$ cat src/rtl/hamming_dec_arbiter.sv
// Round-robin arbiter that shares one registered Hamming(7,4) decoder among NUM_REQ requesters,
// returning each result tagged with its requester index and keeping saturating decode statistics.
module hamming_dec_arbiter #(
   parameter int unsigned NUM_REQ = 4,
   parameter int unsigned DEC_LAT = 1,
   parameter int unsigned CNT_W   = 16
) (
   input  logic                 clk_dec,
   input  logic                 rst_dec,
   input  logic [NUM_REQ-1:0]   req_valid,
   input  logic [7*NUM_REQ-1:0] req_data,
   output logic [NUM_REQ-1:0]   req_ready,
   output logic [6:0]           dec_data_o,
   input  logic [2:0]           dec_err_i,
   input  logic [3:0]           dec_out_i,
   output logic                 resp_valid,
   input  logic                 resp_ready,
   output logic [2:0]           resp_id,
   output logic [3:0]           resp_data,
   output logic [2:0]           resp_syn,
   input  logic                 cnt_clr,
   output logic [CNT_W-1:0]     cnt_total,
   output logic [CNT_W-1:0]     cnt_err
);

   localparam int unsigned PTR_W  = $clog2(NUM_REQ);
   localparam int unsigned WCNT_W = $clog2(DEC_LAT + 2);

   typedef enum logic [1:0] {
      S_IDLE = 2'd0,
      S_WAIT = 2'd1,
      S_RESP = 2'd2
   } state_t;

   state_t             state, state_nxt;
   logic [PTR_W-1:0]   rr_ptr, rr_ptr_nxt;
   logic [WCNT_W-1:0]  wcnt, wcnt_nxt;
   logic [6:0]         dec_data_nxt;
   logic               resp_valid_nxt;
   logic [2:0]         resp_id_nxt;
   logic [3:0]         resp_data_nxt;
   logic [2:0]         resp_syn_nxt;
   logic [CNT_W-1:0]   cnt_total_nxt, cnt_err_nxt;
   logic               done;
   logic               gnt_found;
   logic [PTR_W-1:0]   gnt_idx;
   int unsigned        idx;
   logic [6:0]         cw [NUM_REQ];

   for (genvar i = 0; i < NUM_REQ; i++) begin : g_cw
      assign cw[i] = req_data[7*i +: 7];
   end

   // First valid requester at or after rr_ptr, wrapping modulo NUM_REQ
   always_comb begin
      gnt_found = 1'b0;
      gnt_idx   = '0;
      idx       = 0;
      for (int unsigned k = 0; k < NUM_REQ; k++) begin
         idx = 32'(rr_ptr) + k;
         if (idx >= NUM_REQ) idx = idx - NUM_REQ;
         if (!gnt_found && req_valid[PTR_W'(idx)]) begin
            gnt_found = 1'b1;
            gnt_idx   = PTR_W'(idx);
         end
      end
   end

   // Next-state and datapath update for the accept / wait / respond sequence
   always_comb begin
      state_nxt      = state;
      rr_ptr_nxt     = rr_ptr;
      wcnt_nxt       = wcnt;
      dec_data_nxt   = dec_data_o;
      resp_valid_nxt = resp_valid;
      resp_id_nxt    = resp_id;
      resp_data_nxt  = resp_data;
      resp_syn_nxt   = resp_syn;
      req_ready      = '0;
      done           = 1'b0;
      case (state)
         S_IDLE: begin
            if (gnt_found && rst_dec) begin
               req_ready[gnt_idx] = 1'b1;
               dec_data_nxt       = cw[gnt_idx];
               resp_id_nxt        = 3'(gnt_idx);
               rr_ptr_nxt         = (gnt_idx == PTR_W'(NUM_REQ - 1)) ? '0 : gnt_idx + PTR_W'(1);
               wcnt_nxt           = '0;
               state_nxt          = S_WAIT;
            end
         end
         S_WAIT: begin
            wcnt_nxt = wcnt + WCNT_W'(1);
            if (wcnt == WCNT_W'(DEC_LAT)) begin
               resp_data_nxt  = dec_out_i;
               resp_syn_nxt   = dec_err_i;
               resp_valid_nxt = 1'b1;
               done           = 1'b1;
               state_nxt      = S_RESP;
            end
         end
         S_RESP: begin
            if (resp_ready) begin
               resp_valid_nxt = 1'b0;
               state_nxt      = S_IDLE;
            end
         end
         default: state_nxt = S_IDLE;
      endcase
   end

   // Saturating statistics; clear wins over a same-edge completion
   always_comb begin
      cnt_total_nxt = cnt_total;
      cnt_err_nxt   = cnt_err;
      if (cnt_clr) begin
         cnt_total_nxt = '0;
         cnt_err_nxt   = '0;
      end else if (done) begin
         if (cnt_total != '1) cnt_total_nxt = cnt_total + CNT_W'(1);
         if ((dec_err_i != 3'd0) && (cnt_err != '1)) cnt_err_nxt = cnt_err + CNT_W'(1);
      end
   end

   always_ff @(posedge clk_dec) begin
      if (!rst_dec) begin
         state      <= S_IDLE;
         rr_ptr     <= '0;
         wcnt       <= '0;
         dec_data_o <= '0;
         resp_valid <= 1'b0;
         resp_id    <= '0;
         resp_data  <= '0;
         resp_syn   <= '0;
         cnt_total  <= '0;
         cnt_err    <= '0;
      end else begin
         state      <= state_nxt;
         rr_ptr     <= rr_ptr_nxt;
         wcnt       <= wcnt_nxt;
         dec_data_o <= dec_data_nxt;
         resp_valid <= resp_valid_nxt;
         resp_id    <= resp_id_nxt;
         resp_data  <= resp_data_nxt;
         resp_syn   <= resp_syn_nxt;
         cnt_total  <= cnt_total_nxt;
         cnt_err    <= cnt_err_nxt;
      end
   end

   a_ready_onehot: assert property (@(posedge clk_dec) disable iff (!rst_dec) $onehot0(req_ready));
   a_ready_idle:   assert property (@(posedge clk_dec) disable iff (!rst_dec)
                                    (state != S_IDLE) |-> (req_ready == '0));

endmodule

$ cat config.mk
export PLATFORM = sky130hd
export DESIGN_NAME = hamming_dec_arbiter
export DESIGN_NICKNAME = d
export VERILOG_FILES = /design/src/rtl/hamming_dec_arbiter.sv
export SDC_FILE = /design/constraint.sdc
export NUM_CORES = 1
export LEC_CHECK = 0
export CAP_MARGIN = 25
export CORE_ASPECT_RATIO = 1.4
export CORE_MARGIN = 10
export CORE_UTILIZATION = 40
export CTS_CLUSTER_SIZE = 10
export DETAILED_ROUTE_END_ITERATION = 10
export PLACE_DENSITY = 0.81
export SLEW_MARGIN = 5
export SYNTH_ARGS = -nofsm -noshare
export SYNTH_HDL_FRONTEND = slang
export SYNTH_SLANG_ARGS = --single-unit
$ cat constraint.sdc
create_clock -name clk_dec -period 3.9 [get_ports clk_dec]
set_input_delay 1.17 -clock clk_dec [delete_from_list [all_inputs] [get_ports clk_dec]]
set_output_delay 1.17 -clock clk_dec [all_outputs]
set_load 0.05 [all_outputs]
==> results by group, run 1 <==
Global routing
  – First-pass GRT wire length: 13730 um
  – Grt ovf: 0
  – Initial antenna violation count: 0
  – Vias in the first global route: approximately 2800
  – Largest net degree at the start of global routing: 20
  – Total GRT Usage: between 10% and 20%

STA
  – RSZ-0062 raised after global routing: no
  – Min Hold Slack: between 0.4 and 0.5 ns
  – Max-slew violations: 0
  – Final Hold Viols: 0
  – Layout Skew: about 0.0069 ns
  – Worst-Margin Slew: approximately 0.87 ns
  – Period utilisation layout: a little over nine tenths
  – Final min period: 3.733 ns
  – Slew HR: between 40% and 50%
  – Max frequency: approximately 270 MHz
  – Final TNS setup: 0 ns
  – Final setup violation count: 0

Critical path
  – Type of origin of the critical path: primary input
  – Crit path kind: primary input to output port
  – Crit path max fanout: 7
  – Crit path required time: 2.73 ns
  – CP arrival: 2.56 ns
  – Crit end category: output port

Finish
  – Most common cell after layout, fill and taps aside: clkdlybuf4s50_1
  – Multi-input gate area: roughly 1600 um2
  – Fillers: roughly 600
  – Layout Nets: 478
  – Commonest cells after routing, fill and taps aside: clkdlybuf4s50_1 (87), dfxtp_1 (55), nor2_1 (40)
  – Final instance area: slightly above 4000 um2
  – Layout cells sized above 1: approximately a tenth
  – Register Area: 1101 um2
  – ANT cells: 0
  – Area Overhead vs Synth: 45.96%

Clock tree
  – CTS H-tree lvls: 2
  – Hold_buf cts: 0
  – Worst-path clk slew: 0.09 ns
  – Root buffer cell: clkbuf_8
  – CTS tree: done
  – Skew-Pair Late Insertion Delay: roughly 0.31 ns
  – CTS buffer count: 5
  – Max clock buf depth: 2
  – Clk sink count: between 50 and 60

Floorplanning
  – Die footprint: between 10000 and 15000 um2
  – Core Area: between 6000 and 7000 um2
  – # IOs: 97
  – Std cell rows: 35
  – Die Height: approximately 120 um
  – Chip width: about 90 um
  – Initial core utilization: about two fifths

Yosys
  – Share of flip-flops with an asynchronous set or reset: 0%
  – Syn Area/Cell: ~8.5 um2
  – Synth Instances: 326
  – Synth cell types: between 40 and 50
  – Syn. warnings: 0
  – Mapped Area: between 2000 and 3000 um2
  – Most used flip-flop cell after synthesis: dfxtp_1
  – Post-synth EDFFs: 0
  – Post-synthesis sequential element count: between 50 and 60
  – Share of the yosys chip area belonging to registers: between 30% and 40%
  – Post-Syn Nets: 373

Detailed routing
  – DRT antenna net count: 0
  – 1st-pass router iterations: 4
  – WL per Instance: roughly 16 um
  – # DRC: 0
  – Detailed router's first-iteration violation count: 170
  – Via-to-Cell Ratio: roughly 5.3
  – Post-Route WL: around 8300 um
  – Routed vias: roughly 2800

Status
  – Outcome: completed

Place
  – Number of port buffers: 95
  – Post-detail-place hpwl: roughly 6400 um
  – DP Area: 3930 um2
  – GP Congestion: roughly 0.85

Power
  – P per Cell Area: 313.5 nW/um2
  – LEAKAGE: roughly 0.0014 uW
  – Maximum VDD drop: 0.2276 mV

Worst hold path
  – Min-delay worst type: flop to flop

Flow run
  – MaxCap Viol Count: 0
-- power by group --
| part | internal, uW | switching (uW) |
|---|---|---|
| clock | 126 | 178 |
| sequential | 588 | 21.5 |
| combinational | 151 | 204 |
-- cells in the mapped netlist (all sizes together), types with 2 or more instances --
library cell,n,area share [%]
clkbuf,9,1.2
and4,3,0.95
dfxtp,55,40
ha,4,1.8
and2,2,0.45
nand3,21,3.8
xor2,15,4.7
xnor2,13,4.1
a2111oi,2,0.86
inv,9,1.2
nand2,36,4.9
nand4,7,1.6
o21ai,12,2.2
nor2b,4,0.90
nand2b,4,0.90
a21bo,7,2.5
or4,3,0.95
nor2,42,6.0
a221oi,2,0.63
a21o,2,0.54
o211ai,2,0.54
and3,2,0.45
a211oi,3,0.81
nor4,9,2.6
a21oi,19,3.4
mux2i,10,3.6
nor3,6,1.1
o311ai,7,2.2
-- critical path: stages --
cell and delay [ns]:
dlygate4sd2_1 0.40, or4_4 0.20, nand3_1 0.10, buf_4 0.18, nor4_2 0.33, buf_12 0.19
-- layout make-up --
type	instances	share of cell area (%)
clock buffer	6	1.792
timing repair buffer	108	26.64
sequential	55	27.19
inverter	9	0.8344
multi-input combinational	252	40.39
tap	92	2.843
clock inverter	2	0.3090
-- per-stage QoR --
step / utilization (%) / power (uW) / setup slack (ns) / cells
finish: 60.83 / 1269 / 0.1671 / 524
global route: 60.83 / 1338 / 0.06741 / 524
CTS: 60.79 / 1284 / 0.01078 / 524
detailed placement: 59.04 / 970.6 / -0.1503 / 515
global placement: 59.04 / 963.6 / -0.06714 / 515
floorplan: - / 821.5 / -0.01270 / 326
-- state kept, by name (all words and copies together), names as in the netlist --
signal / cells
cnt_err: 16
cnt_total: 16
dec_data_o: 7
resp_data: 4
resp_syn: 3
resp_id: 2
rr_ptr: 2
state: 2
wcnt: 2
resp_valid: 1
-- logic make-up (layout without fill, tap and decap cells) --
family | count (synthesis) | count (layout) | synth area share (%)
XOR/XNOR | 28 | 28 | 8.841
adder cells (fa/ha/maj) | 4 | 4 | 1.804
AO/OA/AOI/OAI | 64 | 64 | 16.51
buffers and inverters | 19 | 125 | 2.706
other | 1 | 1 | 0.1352
multiplexers | 10 | 10 | 3.609
flip-flops | 55 | 55 | 39.69
AND/OR/NAND/NOR | 145 | 145 | 26.70
-- routing by layer --
metal / vias up / GRT usage, % / part of all wire (%)
li1: 1369 / - / -
met1: 1303 / 18.26 / 46
met3: 13 / 4.623 / 7.1
met4: 0 / 5.190 / 1.5
met5: - / 0 / 0
met2: 104 / 25.18 / 46
-- path summary, 6_finish.rpt --
kind / end / depth (start not counted) / from / slack (ns)
worst max-delay path: req_ready[1] / 6 / req_valid[3] / 0.17
worst min-delay path: resp_id[1] / 1 / resp_id[1] / 0.46
worst max register to register: cnt_err[1] / 6 / cnt_err[1] / 1.60
worst min register to register: resp_id[1] / 1 / resp_id[1] / 0.46
-- timing repair --
action                     CTS  global route
pin swaps                    2             0
buffers inserted             1             0
gates resized for setup      9             1
setup endpoints to repair    4             4
(Power assumes the default switching activity.)
==> run 2: changes to the inputs <==
CTS_BUF_LIST = sky130_fd_sc_hd__clkbuf_16   (was not set)
==> run 2 against run 1 <==
Net effect:
- register-to-register slack hardly changed
- core utilization is 0.85 points higher
- highest routed layer unchanged
- clock-buffer cell count is 1 lower
- largest power group unchanged
- worst setup slack hardly changed
==> results by group, run 2 (synthesis results as in run 1) <==
STA
  – Final WS setup: 0.1671 ns (+0.000006000 ns)
  – Max frequency: 267.9 MHz (about the same)
  – Worst-Margin Slew: 0.8756 ns (+0.002730 ns)
  – Final min period: 3.733 ns (-0.000006000 ns)
  – Max-slew violations: 0 (unchanged)
  – Layout Skew: 0.005274 ns (-0.001664 ns)
  – Min Hold Slack: 0.4532 ns (-0.006302 ns)
  – Final TNS setup: 0 ns (unchanged)
  – RSZ-0062 raised after global routing: no
  – Final Hold Viols: 0 (unchanged)
  – Period utilisation layout: 95.72% (about the same)
  – Slew HR: 41.09% (-0.18 points)
  – Final setup violation count: 0 (unchanged)

Power
  – Maximum VDD drop: 0.2111 mV (-7.3%)
  – Psw: 414.7 uW (+2.7%)
  – LEAKAGE: 0.001462 uW (+2.1%)
  – Seq pwr share: 43.9% (-4.1 points)
  – P_int: 974.6 uW (+13%)
  – Sw Ratio: 29.85% (-2.0 points)
  – Clk pwr share: 30.5% (+6.5 points)
  – P per Cell Area: 338.4 nW/um2 (+8.0%)
  – Logic pwr share: 25.6% (-2.4 points)

Detailed routing
  – Detailed router's first-iteration violation count: 146 (-14%)
  – 1st-pass router iterations: 4 (unchanged)
  – Routed vias: 2789 (unchanged)
  – Post-Route WL: 8315 um (-0.24%)
  – DRT antenna net count: 0 (unchanged)
  – WL per Instance: 15.87 um (-0.24%)
  – Via-to-Cell Ratio: 5.323 (unchanged)
  – # DRC: 0 (unchanged)

Finish
  – Layout cells sized above 1: 10.65% (unchanged)
  – Commonest cells after routing, fill and taps aside: clkdlybuf4s50_1 (87), dfxtp_1 (55), nor2_1 (40)
  – Most common cell after layout, fill and taps aside: clkdlybuf4s50_1
  – Fin cells: 524 (unchanged)
  – Area Overhead vs Synth: 47.99%
  – ANT cells: 0 (unchanged)
  – Layout Nets: 478 (unchanged)
  – Top flop regs: cnt_err: 16 flops, cnt_total: 16 flops, dec_data_o: 7 flops

Global routing
  – Grt ovf: 0 (unchanged)
  – Largest net degree at the start of global routing: 20 (unchanged)
  – First-pass GRT wire length: 13780 um (+0.35%)
  – Vias in the first global route: 2820 (+0.39%)
  – Initial antenna violation count: 0 (unchanged)
  – Total GRT Usage: 15.27% (+0.039 points)

Critical path
  – Reg2reg start: cnt_err[0]
  – CP arrival: 2.56 ns (about the same)
  – Critical R2R Capture: cnt_err[1]
  – Crit path max fanout: 7 (unchanged)
  – Crit path required time: 2.73 ns (about the same)
  – Internal reg-to-reg setup slack: 1.61 ns (about the same)
  – Crit path kind: primary input to output port
  – Crit end category: output port
  – Worst Reg-to-Reg Cells: 6 (unchanged)
  – Type of origin of the critical path: primary input

Clock tree
  – Root buffer cell: clkbuf_16
  – Skew-Pair Late Insertion Delay: 0.29 ns (-0.02 ns)
  – CTS tree: done
  – Worst-path clk slew: 0.06 ns (-0.03 ns)
  – CTS H-tree lvls: 2 (unchanged)
  – CTS buffer count: 5 (unchanged)
  – Hold_buf cts: 0 (unchanged)
  – Clk sink count: 55 (unchanged)
  – Max clock buf depth: 2 (unchanged)

Status
  – Outcome: completed

Place
  – GP Congestion: 0.8465 (unchanged)
  – Pre-CTS WS: -0.1503 ns (unchanged)
  – DP Cell Count: 515 (unchanged)
  – Post-detail-place hpwl: 6433 um (unchanged)
  – Number of port buffers: 95 (unchanged)

Floorplanning
  – # IOs: 97 (unchanged)
  – Core Area: 6656 um2 (unchanged)
  – Std cell rows: 35 (unchanged)
  – Initial core utilization: 41.67% (unchanged)
  – Chip width: 90.38 um (unchanged)
  – Die footprint: 10710 um2 (unchanged)
  – Die Height: 118.5 um (unchanged)

Worst hold path
  – Hold EP: resp_id[1]
  – Hold Crit Start: resp_id[1]
  – Hold path cells: 1 (unchanged)
  – Min-delay worst type: flop to flop

Flow run
  – MaxCap Viol Count: 0 (unchanged)
[run 2: cell types whose count changed in the layout (fill, tap and decap cells not counted), sizes merged]
cell	change
clkbuf	-1
inv	+1
[run 2: power groups by stage]
stage / registers, uW / clock network, uW / logic, uW
finish: 610 / 424 / 355
global route: 614 / 463 / 383
CTS: 610 / 440 / 357
detailed placement: 622 / 0 / 348
global placement: 621 / 0 / 343
floorplan: 687 / 0 / 135
[run 2: worst max-delay path: stages]
cell           delay, ns
dlygate4sd2_1       0.40
or4_4               0.20
nand3_1             0.10
buf_4               0.18
nor4_2              0.33
buf_12              0.19
[run 2: area by class of cell]
| cell class | instances | area [um2] |
|---|---|---|
| fill | 608 | 2551 |
| multi-input combinational | 252 | 1635 |
| sequential | 55 | 1101 |
| timing repair buffer | 108 | 1079 |
| clock buffer | 5 | 125.1 |
| tap | 92 | 115.1 |
| inverter | 9 | 33.78 |
| clock inverter | 3 | 16.27 |
[run 2: layer usage]
layer / GRT usage [%] / wire length [um] / vias to the layer above
met3: 4.623 / 534 / 13
met4: 5.190 / 125 / 0
met2: 25.23 / 3851 / 97
met1: 18.33 / 3804 / 1312
met5: 0 / 0 / -
li1: - / - / 1367
[run 2: metrics by stage]
stage | util [%] | area [um2] | total power (uW)
floorplan | - | 2788 | 821.5
global placement | 59.04 | 3930 | 963.6
detailed placement | 59.04 | 3930 | 970.6
CTS | 61.64 | 4103 | 1407
global route | 61.67 | 4105 | 1461
finish | 61.67 | 4105 | 1389
[run 2: what timing repair did]
item | 4_1_cts | 5_1_grt
pin swaps | 2 | 0
hold endpoints to repair | 0 | 0
endpoints found under the setup margin | 4 | 4
resized for setup | 9 | 1
setup buffers | 1 | 0
[run 2: how the worst max path moves through the flow]
stage | startpoint | to | slack, ns
after CTS | req_valid[1] | req_ready[2] | 0.01
after detailed placement | req_valid[2] | req_ready[1] | -0.15
after global placement | req_valid[2] | req_ready[1] | -0.07
after floorplan | req_valid[3] | req_ready[3] | -0.01
after global routing | req_valid[3] | req_ready[1] | 0.07
final | req_valid[3] | req_ready[1] | 0.17
==> run 3: changes to the inputs <==
ABC_CLOCK_PERIOD_IN_PS = 3900   (was not set)
TNS_END_PERCENT = 20   (was not set)
==> run 3 against run 2 <==
Net effect:
- sequential share of layout area down 0.39 points
- critical path type unchanged
- combinational power up 5%
- die area unchanged
- register-to-register slack better by 0.11 ns
- clock skew up 0.0020 ns
- sequential power about the same
- first-iteration DRC count down 41%
- flip-flop and latch count unchanged
- hold slack worse by 0.00084 ns
- clock-buffer cell count unchanged
- core utilization up 0.90 points
==> results by group, run 3 (synthesis results as in run 1) <==
Power
  – Seq pwr share: 42.4% (-1.5 points)
  – Clk pwr share: 31.6% (+1.1 points)
  – Psw: 446.3 uW (+7.6%)
  – Tot Pwr: 1435 uW (+3.3%)
  – Logic pwr share: 25.9% (+0.3 points)
  – LEAKAGE: 0.001487 uW (+1.7%)
  – Maximum VDD drop: 0.3024 mV (+43%)
  – P per Cell Area: 344.5 nW/um2 (+1.8%)
  – P_int: 988.8 uW (+1.5%)
  – Sw Ratio: 31.10% (+1.3 points)

Critical path
  – CP arrival: 2.57 ns (about the same)
  – Critical R2R Capture: cnt_err[1]
  – Type of origin of the critical path: primary input
  – Launch point of the worst path: req_valid[2]
  – Internal reg-to-reg setup slack: 1.72 ns (+0.11 ns)
  – Crit path max fanout: 5 (-2)
  – CP endpoint: req_ready[1]
  – Crit path required time: 2.73 ns (about the same)
  – Worst Reg-to-Reg Cells: 6 (unchanged)
  – Reg2reg start: cnt_err[0]
  – Crit end category: output port
  – Crit path kind: primary input to output port

Clock tree
  – Hold_buf cts: 0 (unchanged)
  – Worst-path clk slew: 0.07 ns (about the same)
  – CTS buffer count: 5 (unchanged)
  – Max clock buf depth: 2 (unchanged)
  – Clk sink count: 55 (unchanged)
  – Root buffer cell: clkbuf_16
  – CTS tree: done
  – Skew-Pair Late Insertion Delay: 0.30 ns (about the same)
  – CTS H-tree lvls: 2 (unchanged)

Detailed routing
  – 1st-pass router iterations: 4 (unchanged)
  – WL per Instance: 16.01 um (+0.89%)
  – # DRC: 0 (unchanged)
  – Via-to-Cell Ratio: 5.265 (-1.1%)
  – Detailed router's first-iteration violation count: 86 (-41%)
  – DRT antenna net count: 0 (unchanged)
  – Post-Route WL: 8453 um (+1.7%)
  – Routed vias: 2780 (-0.32%)

Floorplanning
  – Core Area: 6656 um2 (unchanged)
  – Chip width: 90.38 um (unchanged)
  – Std cell rows: 35 (unchanged)
  – Die Height: 118.5 um (unchanged)
  – Initial core utilization: 41.67% (unchanged)
  – Die footprint: 10710 um2 (unchanged)
  – # IOs: 97 (unchanged)

STA
  – Max-slew violations: 0 (unchanged)
  – Period utilisation layout: 95.97% (+0.25 points)
  – Final min period: 3.743 ns (+0.009875 ns)
  – Worst-Margin Slew: 0.7439 ns (-0.1317 ns)
  – Final TNS setup: 0 ns (unchanged)
  – Final WS setup: 0.1572 ns (-0.009875 ns)
  – Final setup violation count: 0 (unchanged)
  – Final Hold Viols: 0 (unchanged)
  – Layout Skew: 0.007293 ns (+0.002019 ns)
  – Min Hold Slack: 0.4523 ns (-0.0008450 ns)
  – Max frequency: 267.2 MHz (-0.26%)
  – Slew HR: 49.95% (+8.9 points)
  – RSZ-0062 raised after global routing: no

Global routing
  – Largest net degree at the start of global routing: 20 (unchanged)
  – Met1 track demand over resource: 16.85% (-1.5 points)
  – Vias in the first global route: 2815 (-0.18%)
  – Grt ovf: 0 (unchanged)
  – Met2 GRT Util: 26.49% (+1.3 points)
  – First-pass GRT wire length: 13850 um (+0.50%)
  – Met3 Track Usage GR: 5.320% (+0.70 points)
  – Initial antenna violation count: 0 (unchanged)
  – Global routing's busiest layer: met2
  – Total GRT Usage: 15.28% (about the same)

Finish
  – Layout Nets: 482 (+0.84%)
  – Layout cells sized above 1: 12.84% (+2.2 points)
  – Commonest cells after routing, fill and taps aside: clkdlybuf4s50_1 (87), dfxtp_1 (55), nor2_1 (39)
  – Final instance area: 4165 um2 (+1.5%)
  – Area Overhead vs Synth: 50.16%
  – Top flop regs: cnt_err: 16 flops, cnt_total: 16 flops, dec_data_o: 7 flops
  – ANT cells: 0 (unchanged)
  – Fillers: 581 (-4.4%)
  – Most common cell after layout, fill and taps aside: clkdlybuf4s50_1

Place
  – Number of port buffers: 95 (unchanged)
  – Pre-CTS WS: -0.1911 ns (-0.04080 ns)
  – GP Congestion: 0.8560 (+1.1%)
  – DP Area: 3923 um2 (-0.19%)
  – Post-detail-place hpwl: 6363 um (-1.1%)

Status
  – Outcome: completed

Worst hold path
  – Min-delay worst type: flop to flop

Flow run
  – MaxCap Viol Count: 0 (unchanged)
## run 3: repair_timing
item                                    in CTS  in global routing
pin swaps                                    4                  0
gates resized for setup                     13                  4
endpoints found under the hold margin        0                  0
setup buffers                                5                  0
endpoints found under the setup margin       4                  3
## run 3: power by group through the flow
stage          sequential (uW)  clock (uW)  combinational (uW)
2_1_floorplan              687           0                 133
3_3_place_gp               620           0                 338
3_5_place_dp               621           0                 345
4_1_cts                    609         465                 368
5_1_grt                    613         484                 397
6_report                   609         454                 372
## run 3: through the flow
stage | std cells | utilization, %
CTS | 528 | 62.37
finish | 528 | 62.58
global placement | 515 | 58.93
floorplan | 326 | -
detailed placement | 515 | 58.93
global route | 528 | 62.58
## run 3: routing by layer
metal  wire [um]  up-vias
li1            -     1386
met1        3476     1294
met2        4249       88
met3         591       12
met4         135        0
met5           0        -
## run 3: layout make-up
cell class              count  area (um2)  share of cell area [%]
multi-input cells         252        1662                   39.89
clock buffers               5       125.1                   3.004
repair buffers            112        1105                   26.52
well taps                  92       115.1                   2.764
inverters                   9       33.78                  0.8111
flip-flops and latches     55        1101                   26.43
clock inverters             3       23.77                  0.5707
## run 3: how the worst min path moves through the flow
| stage | cells after the start | start | slack [ns] | end |
|---|---|---|---|---|
| 3_3_place_gp | 1 | resp_id[1] | 0.43 | resp_id[1] |
| 5_1_grt | 1 | resp_id[1] | 0.48 | resp_id[1] |
| 4_1_cts | 2 | resp_data[3] | 0.46 | resp_data[3] |
| 6_report | 1 | resp_id[1] | 0.45 | resp_id[1] |
| 3_5_place_dp | 1 | resp_id[1] | 0.44 | resp_id[1] |
| 2_1_floorplan | 2 | rr_ptr[1] | 0.48 | rr_ptr[1] |
## run 3: critical path, cell delays in order
cell,delay [ns]
dlygate4sd2_1,0.29
mux2i_2,0.28
o22ai_4,0.15
buf_4,0.17
nor4_4,0.32
buf_12,0.18
